<file path="src/rtl/fruit_renderer.sv">
// Redraws the fruit block on the 160x120 framebuffer whenever its coordinates change:
// erase the old block in the background colour, then plot the new one, only while granted.
module fruit_renderer #(
    parameter int         FRUIT_SIZE   = 2,
    parameter logic [2:0] FRUIT_COLOUR = 3'b100,
    parameter logic [2:0] BG_COLOUR    = 3'b000,
    parameter int         X_MAX        = 159,
    parameter int         Y_MAX        = 119
) (
    input  logic       clock,
    input  logic       resetn,
    input  logic [7:0] fruit_x,
    input  logic [6:0] fruit_y,
    input  logic       vga_grant,
    output logic       vga_req,
    output logic [7:0] vga_x,
    output logic [6:0] vga_y,
    output logic [2:0] vga_colour,
    output logic       vga_plot,
    output logic       draw_done,
    output logic       busy
);

    typedef enum logic [2:0] {
        S_IDLE,
        S_WAIT_GRANT,
        S_ERASE,
        S_DRAW,
        S_DONE
    } state_t;

    localparam logic [1:0] LAST  = 2'(FRUIT_SIZE - 1);
    localparam logic [8:0] X_LIM = 9'(X_MAX);
    localparam logic [7:0] Y_LIM = 8'(Y_MAX);

    state_t     r_state;
    state_t     w_next_state;
    logic [7:0] r_new_x;
    logic [6:0] r_new_y;
    logic [7:0] r_drawn_x;
    logic [6:0] r_drawn_y;
    logic       r_drawn_valid;
    logic [1:0] r_dx;
    logic [1:0] r_dy;

    logic       w_changed;
    logic       w_last_pix;
    logic       w_scanning;
    logic [7:0] w_base_x;
    logic [6:0] w_base_y;
    logic [8:0] w_sum_x;
    logic [7:0] w_sum_y;
    logic       w_clip;

    logic       w_req;
    logic       w_plot;
    logic [7:0] w_x;
    logic [6:0] w_y;
    logic [2:0] w_colour;
    logic       w_done;
    logic       w_busy;

    assign w_changed  = !r_drawn_valid || ({fruit_x, fruit_y} != {r_drawn_x, r_drawn_y});
    assign w_last_pix = (r_dx == LAST) && (r_dy == LAST);
    assign w_scanning = (r_state == S_ERASE) || (r_state == S_DRAW);

    // Erase walks the block already on screen; draw walks the snapshotted target.
    assign w_base_x = (r_state == S_ERASE) ? r_drawn_x : r_new_x;
    assign w_base_y = (r_state == S_ERASE) ? r_drawn_y : r_new_y;
    assign w_sum_x  = {1'b0, w_base_x} + {7'b0, r_dx};
    assign w_sum_y  = {1'b0, w_base_y} + {6'b0, r_dy};
    assign w_clip   = (w_sum_x > X_LIM) || (w_sum_y > Y_LIM);

    // NOTE: sequential state uses non-blocking assignments so every register samples
    // pre-edge values; reset is synchronous, so it lives inside the clocked branch.
    always_ff @(posedge clock) begin
        if (!resetn) begin
            r_state <= S_IDLE;
        end else begin
            r_state <= w_next_state;
        end
    end

    // NOTE: every combinational output gets a default first so no path infers a latch.
    always_comb begin
        w_next_state = r_state;
        case (r_state)
            S_IDLE:       if (w_changed) w_next_state = S_WAIT_GRANT;
            S_WAIT_GRANT: if (vga_grant) w_next_state = r_drawn_valid ? S_ERASE : S_DRAW;
            S_ERASE:      if (vga_grant && w_last_pix) w_next_state = S_DRAW;
            S_DRAW:       if (vga_grant && w_last_pix) w_next_state = S_DONE;
            S_DONE:       w_next_state = S_IDLE;
            default:      w_next_state = S_IDLE;
        endcase
    end

    always_comb begin
        w_req    = 1'b0;
        w_plot   = 1'b0;
        w_x      = vga_x;
        w_y      = vga_y;
        w_colour = vga_colour;
        w_done   = 1'b0;
        w_busy   = (w_next_state != S_IDLE);
        case (r_state)
            S_IDLE:       w_req = w_changed;
            S_WAIT_GRANT: w_req = 1'b1;
            S_ERASE, S_DRAW: begin
                w_req = 1'b1;
                if (vga_grant) begin
                    w_plot   = !w_clip;
                    w_x      = w_sum_x[7:0];
                    w_y      = w_sum_y[6:0];
                    w_colour = (r_state == S_ERASE) ? BG_COLOUR : FRUIT_COLOUR;
                end
            end
            S_DONE:       w_done = 1'b1;
            default:      w_req = 1'b0;
        endcase
    end

    always_ff @(posedge clock) begin
        if (!resetn) begin
            vga_req    <= 1'b0;
            vga_x      <= '0;
            vga_y      <= '0;
            vga_colour <= '0;
            vga_plot   <= 1'b0;
            draw_done  <= 1'b0;
            busy       <= 1'b0;
        end else begin
            vga_req    <= w_req;
            vga_x      <= w_x;
            vga_y      <= w_y;
            vga_colour <= w_colour;
            vga_plot   <= w_plot;
            draw_done  <= w_done;
            busy       <= w_busy;
        end
    end

    // Snapshot, pixel counters and the record of what is currently on screen.
    always_ff @(posedge clock) begin
        if (!resetn) begin
            r_new_x       <= '0;
            r_new_y       <= '0;
            r_drawn_x     <= '0;
            r_drawn_y     <= '0;
            r_drawn_valid <= 1'b0;
            r_dx          <= '0;
            r_dy          <= '0;
        end else begin
            if (r_state == S_IDLE && w_changed) begin
                r_new_x <= fruit_x;
                r_new_y <= fruit_y;
            end
            if (r_state == S_WAIT_GRANT) begin
                r_dx <= '0;
                r_dy <= '0;
            end else if (w_scanning && vga_grant) begin
                if (w_last_pix) begin
                    r_dx <= '0;
                    r_dy <= '0;
                end else if (r_dx == LAST) begin
                    r_dx <= '0;
                    r_dy <= r_dy + 2'd1;
                end else begin
                    r_dx <= r_dx + 2'd1;
                end
            end
            if (r_state == S_DONE) begin
                r_drawn_x     <= r_new_x;
                r_drawn_y     <= r_new_y;
                r_drawn_valid <= 1'b1;
            end
        end
    end

endmodule

</file>
<file path="config.mk">
export PLATFORM = sky130hd
export DESIGN_NAME = fruit_renderer
export DESIGN_NICKNAME = d
export VERILOG_FILES = /design/src/rtl/fruit_renderer.sv
export SDC_FILE = /design/constraint.sdc
export NUM_CORES = 1
export LEC_CHECK = 0
export BUFFER_PORTS_ARGS = -buffer_cell sky130_fd_sc_hd__buf_2
export CAP_MARGIN = 25
export CORE_MARGIN = 5
export CORE_UTILIZATION = 35
export DETAILED_ROUTE_END_ITERATION = 8
export PLACE_DENSITY = 0.64
export SYNTH_ARGS = -nofsm -noshare
export SYNTH_HDL_FRONTEND = slang
export SYNTH_SLANG_ARGS = --single-unit
</file>
<file path="constraint.sdc">
create_clock -name clock -period 7.2 [get_ports clock]
set_input_delay 0.72 -clock clock [delete_from_list [all_inputs] [get_ports clock]]
set_output_delay 0.72 -clock clock [all_outputs]
set_load 0.02 [all_outputs]
</file>
==> reports/results.txt, run 1 <==
Status -> finished, final reports clean
Placed Instances -> 464
TritonRoute pass-1 iters -> 4
RSZ-0062 raised after global routing -> false
Leak -> 1.326 nW
Area contributors post-synth -> dfxtp_1 (38%), mux2i_1 (8.6%), nand2_1 (8.0%), xnor2_1 (6.9%), a21boi_0 (5.2%)
Vias -> 2,346
Most common cell after layout, fill and taps aside -> nand2_1
Syn Std Cell Area -> 3043 µm²
Worst setup EP type -> register
EDFF count, synth -> 0
F_max -> 353.6 MHz
Final worst-path cycle share -> 0.3927
H-tree depth -> 3
Setup_tns -> 0 ns
Simple-gate area share of the yosys netlist -> 0.2188
IO Pins -> 40
Compound-gate portion of the synthesized area -> 0.1221
Initial DRC count -> 102
Port Buffer Count -> 37
Net Sw Frac -> 0.2580
Internal power -> 0.5446 mW
Clock buffer depth -> 2
Worst Tran Pin Value -> 0.8048 ns
Mean Syn Cell Area -> 9.029 µm²
Hold Buf Count CTS -> 0
Antenna Nets Post-Route -> 0
Share of cells above drive strength 1 -> 0.1725
Slew headroom -> 0.4635
Total die area -> 10,660 µm²
Largest family of logic cells by synthesized area -> simple AND/OR/NAND/NOR gates
Vias per cell -> 4.898
First-pass GRT wire length -> 10,980 µm
Ys async rst share -> 0
Pwr per Cell Area -> 212.9 nW/µm²
Max-Cap Viols -> 0
Reg power frac -> 0.476
Vias in the first global route -> 2,234
Clock power share -> 0.390
Crit path required time -> 7.41 ns
Commonest non-fill, non-tap cells in the layout -> nand2_1 (65), dfxtp_1 (58), buf_2 (37), mux2i_1 (26), xnor2_1 (24)
Post-Syn Instances -> 337
Dpl ws -> 4.406 ns
Clock period minus final worst setup slack -> 2.828 ns
Worst Hold Slack -> 0.4635 ns
Cell Area, Placed -> 3263 µm²
Multiplexer share of the synthesized area -> 0.1160
Initial antenna violation count -> 0
Xor/xnor cell area share of the yosys netlist -> 0.08347
Final instance area -> 3448 µm²
Peak VDD IR -> 0.09451 mV
Clk_skew -> 0.01107 ns
Fill cell count -> 882
Non-filler instance count after layout -> 479
Util after Layout -> 0.4013
Core ar. -> 8593 µm²
Worst Slack Setup Final -> 4.372 ns
Diodes inserted -> 0
CTS buffer count -> 9
Residual DRC count -> 0
Flops & latches, synth -> 58
Worst skew pair latency -> 0.33 ns
Routed WL -> 6832 µm
Hold Fails Final Rpt -> 0
Critical Path Fanout Max -> 28
Post_cts resized -> 0
Power, Total -> 0.7340 mW
Die width -> 103.2 µm
GRT Util Overall -> 0.1334
Wire per inst -> 14.26 µm
Grt ovf -> 0
Final count of pins violating max slew -> 0
RePlAce Congestion -> 0.8956
Yosys top cell by area -> dfxtp_1
Clock-pin slew on the worst setup and hold paths -> 0.06 ns
Count of cell types in the netlist -> 43
Main synth FF type -> dfxtp_1
Clock Sink Count -> 58
CTS root buf -> clkbuf_8
Hold Path Class -> register to register
CP arrival -> 3.04 ns
Sequential-to-total area share from yosys stat -> 0.3816
FP Rows -> 34
Top cell type's share of synthesized area -> 0.3816
Sw power -> 0.1894 mW
Layout Nets -> 391
Initial Utilization -> 0.3541
Die Y -> 103.2 µm
Maximum number of pins on one net before global-route repair -> 54
Synth warn -> 0
DP HPWL -> 4893 µm
Final setup viols -> 0
Worst setup SP type -> register
CTS tree -> yes
Combinational group share of total power -> 0.134
Crit Path Category -> register to register
Postcts setup bufs -> 0
Synth-to-Final Area Change -> 13.32%
Post-Synth Adder-Cell Area -> 0.02961
==> worst max-delay path: stages (launching register included) <==
cell and delay [ns]:
dfxtp_1 0.48, nor3b_4 0.23, buf_4 0.36, mux2_2 0.40
ha_1 0.21, fa_1 0.45, nand3_1 0.14, xor2_1 0.15
nand2_1 0.06, o211ai_1 0.12, a21boi_0 0.10
==> final timing paths <==
kind | slack (ns) | from | endpoint | depth (start not counted)
max | 4.37 | r_state[1] | vga_y[4] | 10
min | 0.46 | vga_x[6] | vga_x[6] | 2
max reg2reg | 4.37 | r_state[1] | vga_y[4] | 10
min reg2reg | 0.46 | vga_x[6] | vga_x[6] | 2
==> layer usage <==
| metal | routed length (µm) | global-route usage | up-vias |
|---|---|---|---|
| met4 | 154 | 0.06175 | 0 |
| met1 | 3443 | 0.1877 | 1080 |
| met3 | 401 | 0.03286 | 11 |
| met2 | 2831 | 0.1914 | 57 |
| li1 | - | - | 1198 |
| met5 | 0 | 0 | - |
==> power groups by stage <==
stage | Clock, mW | Sequential, mW | Combinational [mW]
floorplan | 0 | 0.352 | 0.0774
global placement | 0 | 0.355 | 0.0971
detailed placement | 0 | 0.356 | 0.0983
CTS | 0.296 | 0.348 | 0.0991
global route | 0.310 | 0.350 | 0.108
finish | 0.286 | 0.349 | 0.0987
==> kinds of logic (layout without fill, tap and decap cells) <==
family,Yosys count,in the layout
AND/OR/NAND/NOR,128,128
AO/OA/AOI/OAI,55,55
XOR/XNOR,29,29
adder cells (fa/ha/maj),6,6
flip-flops,58,58
multiplexers,34,34
other,1,2
buffers and inverters,26,59
==> synthesized netlist by cell type, types with 9 or more instances <==
library cell   n
and2_1         9
mux2i_1       26
o21ai_0       13
a21boi_0      21
clkbuf_1      12
dfxtp_1       58
xnor2_1       24
nand2_1       65
nor2b_1       18
==> registers in the layout, summed over array words and instances (netlist names) <==
signal and count:
r_drawn_x 8, vga_req 1, vga_plot 1, draw_done 1
busy 1, r_drawn_y 7, r_new_y 7, r_new_x 8
vga_x 8, r_drawn_valid 1, vga_y 7, r_dy 2
r_dx 2, vga_colour 1, r_state 3
==> final cells by class <==
class | instances | area (µm²) | area share
multi-input combinational | 254 | 1748 | 0.5069
sequential | 58 | 1161 | 0.3367
timing repair buffer | 39 | 200.2 | 0.05806
clock buffer | 12 | 145.1 | 0.04209
tap | 108 | 135.1 | 0.03919
clock inverter | 3 | 40.04 | 0.01161
inverter | 5 | 18.77 | 0.005443
Power figures use the tool's default switching activity.
==> inputs of run 2 (changes only) <==
Settings changed: ABC_AREA set to 1.
Clock period 7.2 ns to 2.9 ns, I/O delays scaled along.
==> run 2 against run 1 <==
Cell count increased by 20%. Routed wire length grew 8.9%. Fmax rose by 14%. Cell area decreased by 0.15%. Synthesized cell count increased by 27%. Critical path type unchanged. Global-route usage increased by 2.3 points. Non-clock buffer count rose by 3. Sequential power increased by 150%.
==> reports/results.txt, run 2 <==
Hold Buf Count CTS -> 0 (unchanged)
Pwr per Cell Area -> 620.5 nW/µm² (+190%)
Ys async rst share -> 0 (unchanged)
Crit-path cells -> inv_2 > nand3_4 > o21ai_0 > inv_1 > fa_1 > nand3b_1 > nor2_1 > nand3_1 > nor2_1 > nor2_1 > nand2_1 > nor2_1
Mean Syn Cell Area -> 6.867 µm² (-24%)
IO Pins -> 40 (unchanged)
Most common cell after layout, fill and taps aside -> nand2_1
Clk_skew -> 0.008848 ns (-0.002224 ns)
Biggest regs -> r_drawn_x: 8 flops, r_new_x: 8 flops, vga_x: 8 flops
Critical Path Source -> r_state[0]
Critical Path Fanout Max -> 23 (-18%)
Grt met2 use -> 0.2399 (+0.04852)
Initial antenna violation count -> 0 (unchanged)
Residual DRC count -> 0 (unchanged)
Final setup viols -> 0 (unchanged)
Vias in the first global route -> 2,648 (+19%)
Reg2Reg Launch Point -> r_state[0]
Clock buffer depth -> 2 (unchanged)
Post-Syn Instances -> 428 (+27%)
Global routing usage on met3 -> 0.03926 (+0.006392)
Grt ovf -> 0 (unchanged)
TritonRoute pass-1 iters -> 4 (unchanged)
CTS buffer count -> 9 (unchanged)
Clock period minus final worst setup slack -> 2.483 ns (-0.3449 ns)
EDFF count, synth -> 0 (unchanged)
Non-filler instance count after layout -> 575 (+20%)
RSZ-0062 raised after global routing -> false
Share of cells above drive strength 1 -> 0.1617 (-0.01080)
Worst skew pair latency -> 0.35 ns (+0.02 ns)
Max-Cap Viols -> 0 (unchanged)
Placed Instances -> 559 (+20%)
Worst path slowest cell -> fa_1
Final worst-path cycle share -> 0.8562 (+0.4634)
Vias -> 2,759 (+18%)
R2R depth -> 12 (+2)
H-tree depth -> 3 (unchanged)
Most used cell, CP -> nor2_1
Busiest grt layer -> met2
Crit Path Category -> register to register
RePlAce Congestion -> 0.8479 (-5.3%)
Routed WL -> 7438 µm (+8.9%)
Most frequent cells after synthesis -> nand2_1 (92), inv_1 (60), dfxtp_1 (58), a21oi_1 (46), o21ai_0 (43)
Most frequent cell after synthesis -> nand2_1
CTS root buf -> clkbuf_8
Worst Hold Slack -> 0.2212 ns (-0.2423 ns)
DP HPWL -> 5449 µm (+11%)
Core ar. -> 8217 µm² (-4.4%)
Clock-pin slew on the worst setup and hold paths -> 0.07 ns (about the same)
CP arrival -> 2.72 ns (-0.32 ns)
Cell Area, Placed -> 3209 µm² (-1.6%)
Vias per cell -> 4.798 (-2.0%)
Count of cell types in the netlist -> 35 (-19%)
Die width -> 101.6 µm (-1.6%)
Final instance area -> 3443 µm² (-0.15%)
Main synth FF type -> dfxtp_1
Layout Nets -> 489 (+25%)
Synth-to-Final Area Change -> 17.16%
Syn Std Cell Area -> 2939 µm² (-3.4%)
Antenna Nets Post-Route -> 0 (unchanged)
Die Y -> 101.6 µm (-1.6%)
Yosys top cell by area -> dfxtp_1
Reg2reg end -> vga_plot
Status -> finished, final reports clean
Worst setup endpoint -> vga_plot
Peak VDD IR -> 0.3809 mV (+300%)
Clock Sink Count -> 58 (unchanged)
Initial DRC count -> 78 (-24%)
Largest stage delay, worst path -> 0.43 ns (-0.05 ns)
Hold Path Class -> input pin to register
Worst setup SP type -> register
Wire per inst -> 12.94 µm (-9.3%)
First-pass GRT wire length -> 12,650 µm (+15%)
Leak -> 1.572 nW (+19%)
CTS tree -> yes
Synth warn -> 0 (unchanged)
Diodes inserted -> 0 (unchanged)
Top cell type's share of synthesized area -> 0.3951 (+0.01348)
Worst setup EP type -> register
Setup_tns -> 0 ns (unchanged)
Commonest non-fill, non-tap cells in the layout -> nand2_1 (92), inv_1 (60), dfxtp_1 (58), a21oi_1 (46), o21ai_0 (43)
Fill cell count -> 885 (+0.34%)
Total die area -> 10,330 µm² (-3.1%)
Worst Tran Pin Value -> 0.5806 ns (-0.2242 ns)
Crit path required time -> 3.14 ns (-4.27 ns)
Port Buffer Count -> 37 (unchanged)
Postcts setup bufs -> 0 (unchanged)
F_max -> 402.8 MHz (+14%)
Final count of pins violating max slew -> 0 (unchanged)
Sequential-to-total area share from yosys stat -> 0.3951 (+0.01348)
Post_cts resized -> 0 (unchanged)
Met1 Use GR -> 0.2143 (+0.02660)
Flops & latches, synth -> 58 (unchanged)
FP Rows -> 33 (-2.9%)
Initial Utilization -> 0.3577 (+0.003592)
Maximum number of pins on one net before global-route repair -> 33 (-39%)
Reg2reg setup slack -> 0.42 ns (-3.96 ns)
GRT Util Overall -> 0.1568 (+0.02340)
Slew headroom -> 0.6125 (+0.1491)
Area contributors post-synth -> dfxtp_1 (40%), nand2_1 (12%), a21oi_1 (7.8%), inv_1 (7.7%), o21ai_0 (7.3%)
Hold Fails Final Rpt -> 0 (unchanged)
==> run 2: power by group <==
part / total [mW] / internal (mW) / switching (mW)
clock network: 0.906 / 0.570 / 0.336
registers: 0.872 / 0.842 / 0.0293
logic: 0.359 / 0.116 / 0.243
==> run 2: logic make-up after synthesis <==
group / count (synthesis) / synth area share
XOR/XNOR: 6 / 0.01788
AO/OA/AOI/OAI: 102 / 0.1814
adder cells (fa/ha/maj): 6 / 0.03065
AND/OR/NAND/NOR: 173 / 0.2610
other: 1 / 0.001276
flip-flops: 58 / 0.3951
buffers and inverters: 82 / 0.1128
==> run 2: routing by layer <==
layer | up-vias | routed length, µm
met1 | 1235 | 3622
met3 | 9 | 524
li1 | 1442 | -
met5 | - | 0
met2 | 73 | 3193
met4 | 0 | 97
==> run 2: stage by stage <==
| step | util | setup slack [ns] | power (mW) |
|---|---|---|---|
| 2_1_floorplan | - | 0.7220 | 1.145 |
| 3_3_place_gp | 0.3906 | 0.5778 | 1.240 |
| 3_5_place_dp | 0.3906 | 0.4581 | 1.247 |
| 4_1_cts | 0.4191 | 0.4552 | 2.149 |
| 5_1_grt | 0.4191 | 0.1660 | 2.238 |
| 6_report | 0.4191 | 0.4171 | 2.137 |
==> run 2: cell type report <==
cell class,instances,area [µm²],area share
Clock inverter,5,102.6,0.02980
Clock buffer,11,131.4,0.03815
Timing Repair Buffer,42,222.7,0.06468
Multi-Input combinational cell,289,1450,0.4211
Tap cell,105,131.4,0.03815
Inverter,65,244.0,0.07086
Sequential cell,58,1161,0.3372
==> run 2: worst max-delay path: cells and delay by family, from the launching register on <==
| kind | cells | cell delay, ns |
|---|---|---|
| fa+ha+maj | 1 | 0.43 |
| simple gates | 8 | 0.96 |
| flops | 1 | 0.34 |
| compound gates | 1 | 0.37 |
| buf+inv | 2 | 0.27 |
==> run 2: how the worst min path moves through the flow <==
stage | from | end | cells past startpoint
final | fruit_x[0] | r_new_x[0] | 3
after global routing | fruit_x[0] | r_new_x[0] | 3
after CTS | fruit_x[0] | r_new_x[0] | 3
after detailed placement | r_new_y[6] | r_new_y[6] | 2
after global placement | r_new_x[6] | r_new_x[6] | 2
after floorplan | r_new_x[5] | r_drawn_x[5] | 2
==> inputs of run 3 (changes only) <==
Settings changed: ABC_AREA 1 to unset.
==> run 3 against run 2 <==
Clock skew shrank 0.00081 ns. Critical path depth is 3 lower. Via count decreased by 16%. Hold slack better by 0.017 ns. Register-to-register slack worse by 0.11 ns. Cell area up 0.58%. Cell count fell by 16%. Global-route usage fell by 1.4 points.
==> reports/results.txt, run 3 (same netlist as run 1, synthesis figures left out) <==
Worst skew pair latency -> 0.34 ns (about the same)
Post_cts resized -> 0 (unchanged)
Die Y -> 103.2 µm (+1.6%)
Initial DRC count -> 90 (+15%)
Internal power -> 1.354 mW (-11%)
Share of cells above drive strength 1 -> 0.1769 (+0.01524)
Vias in the first global route -> 2,341 (-12%)
Status -> finished, final reports clean
Final worst-path cycle share -> 0.8955 (+0.03930)
Fill cell count -> 892 (+0.79%)
RSZ-0062 raised after global routing -> false
Worst setup SP type -> register
Top delay family on crit path -> simple AND/OR/NAND/NOR gates
Hold Path Class -> input pin to register
GRT Util Overall -> 0.1430 (-0.01382)
Initial Utilization -> 0.3541 (-0.003592)
Largest stage delay, worst path -> 0.48 ns (+0.05 ns)
Core ar. -> 8593 µm² (+4.6%)
Crit Path Category -> register to register
Met1 Use GR -> 0.1961 (-0.01820)
Max-Cap Viols -> 0 (unchanged)
Net Sw Frac -> 0.2626 (-0.02229)
Sw power -> 0.4822 mW (-21%)
Crit-path cells -> nor3b_4 > mux2_2 > ha_1 > inv_1 > fa_1 > nor4_4 > xnor2_1 > o21bai_1 > o211a_1
Synth-to-Final Area Change -> 13.82%
IO Pins -> 40 (unchanged)
Clk_skew -> 0.008039 ns (-0.0008092 ns)
Hold Buf Count CTS -> 0 (unchanged)
Maximum number of pins on one net before global-route repair -> 53 (+61%)
Vias -> 2,320 (-16%)
Vias per cell -> 4.823 (+0.52%)
DP HPWL -> 4969 µm (-8.8%)
Pwr per Cell Area -> 530.2 nW/µm² (-15%)
Clock-pin slew on the worst setup and hold paths -> 0.07 ns (about the same)
Worst setup EP type -> register
Initial antenna violation count -> 0 (unchanged)
Layout Nets -> 393 (-20%)
CTS tree -> yes
FP Rows -> 34 (+3.0%)
Residual DRC count -> 0 (unchanged)
First-pass GRT wire length -> 11,700 µm (-7.6%)
Placed Instances -> 466 (-17%)
Worst Tran Pin Value -> 0.6427 ns (+0.06211 ns)
Busiest grt layer -> met2
Postcts setup bufs -> 0 (unchanged)
Clock Sink Count -> 58 (unchanged)
Clock power share -> 0.394 (-0.030)
CTS buffer count -> 9 (unchanged)
Setup_tns -> 0 ns (unchanged)
Biggest regs -> r_drawn_x: 8 flops, r_new_x: 8 flops, vga_x: 8 flops
RePlAce Congestion -> 0.8191 (-3.4%)
Hold Fails Final Rpt -> 0 (unchanged)
CTS root buf -> clkbuf_8
Clock period minus final worst setup slack -> 2.597 ns (+0.1140 ns)
Grt met2 use -> 0.2131 (-0.02682)
Die width -> 103.2 µm (+1.6%)
Diodes inserted -> 0 (unchanged)
Wire per inst -> 14.29 µm (+10%)
Slew headroom -> 0.5715 (-0.04099)
H-tree depth -> 3 (unchanged)
Total die area -> 10,660 µm² (+3.2%)
Antenna Nets Post-Route -> 0 (unchanged)
Combinational group share of total power -> 0.135 (-0.033)
Commonest non-fill, non-tap cells in the layout -> nand2_1 (65), dfxtp_1 (58), buf_2 (37), mux2i_1 (26), xnor2_1 (24)
Critical Path Fanout Max -> 8 (-65%)
Reg power frac -> 0.471 (+0.063)
Leak -> 1.336 nW (-15%)
Critical path buffers and inverters -> 1 (-1)
CP arrival -> 2.83 ns (+0.11 ns)
F_max -> 385.1 MHz (-4.4%)
Worst path slowest cell -> dfxtp_1
Final count of pins violating max slew -> 0 (unchanged)
Most common cell after layout, fill and taps aside -> nand2_1
TritonRoute pass-1 iters -> 4 (unchanged)
Final setup viols -> 0 (unchanged)
Routed WL -> 6872 µm (-7.6%)
Non-filler instance count after layout -> 481 (-16%)
Grt ovf -> 0 (unchanged)
Global routing usage on met3 -> 0.04494 (+0.005680)
Clock buffer depth -> 2 (unchanged)
Crit path required time -> 3.13 ns (about the same)
Peak VDD IR -> 0.1909 mV (-50%)
Port Buffer Count -> 37 (unchanged)
## run 3: worst min-delay path, delay by kind of cell
kind / cells / cell delay, ns
buf+inv: 1 / 0.10
mux: 1 / 0.06
simple gates: 1 / 0.09
## run 3: path summary, 6_finish.rpt
check | from | to | slack, ns | cells past startpoint
setup reg to reg | r_state[1] | vga_plot | 0.30 | 9
hold / removal | fruit_y[3] | r_new_y[3] | 0.24 | 3
hold reg to reg | vga_colour[2] | vga_colour[2] | 0.46 | 2
setup / recovery | r_state[1] | vga_plot | 0.30 | 9
## run 3: power groups by stage
stage	combinational, mW	clock [mW]	sequential, mW
final	0.248	0.724	0.865
after global routing	0.274	0.786	0.869
after CTS	0.248	0.742	0.865
after detailed placement	0.247	0	0.883
after global placement	0.245	0	0.881
after floorplan	0.192	0	0.875
## run 3: area by class of cell
| type | instances | area (µm²) | area share |
|---|---|---|---|
| clock buffer | 12 | 145.1 | 0.04191 |
| tap | 108 | 135.1 | 0.03902 |
| inverter | 5 | 18.77 | 0.005419 |
| multi-input combinational | 254 | 1748 | 0.5047 |
| sequential | 58 | 1161 | 0.3353 |
| timing repair buffer | 41 | 215.2 | 0.06214 |
| clock inverter | 3 | 40.04 | 0.01156 |
## run 3: metrics by stage
stage	hold WS (ns)	area, µm²	total power [mW]	setup slack, ns	utilization
global placement	0.4496	3278	1.126	0.4187	0.3815
detailed placement	0.4571	3278	1.130	0.3205	0.3815
global route	0.2449	3463	1.929	0.08694	0.4030
floorplan	0.4509	3047	1.067	0.3574	-
finish	0.2384	3463	1.836	0.3032	0.4030
CTS	0.2277	3463	1.855	0.2937	0.4030
## run 3: per-layer routing
layer  vias up  wire [µm]
met5         -          0
met4         0         93
met1      1053       3526
met2        58       2862
met3         7        389
li1       1202          -
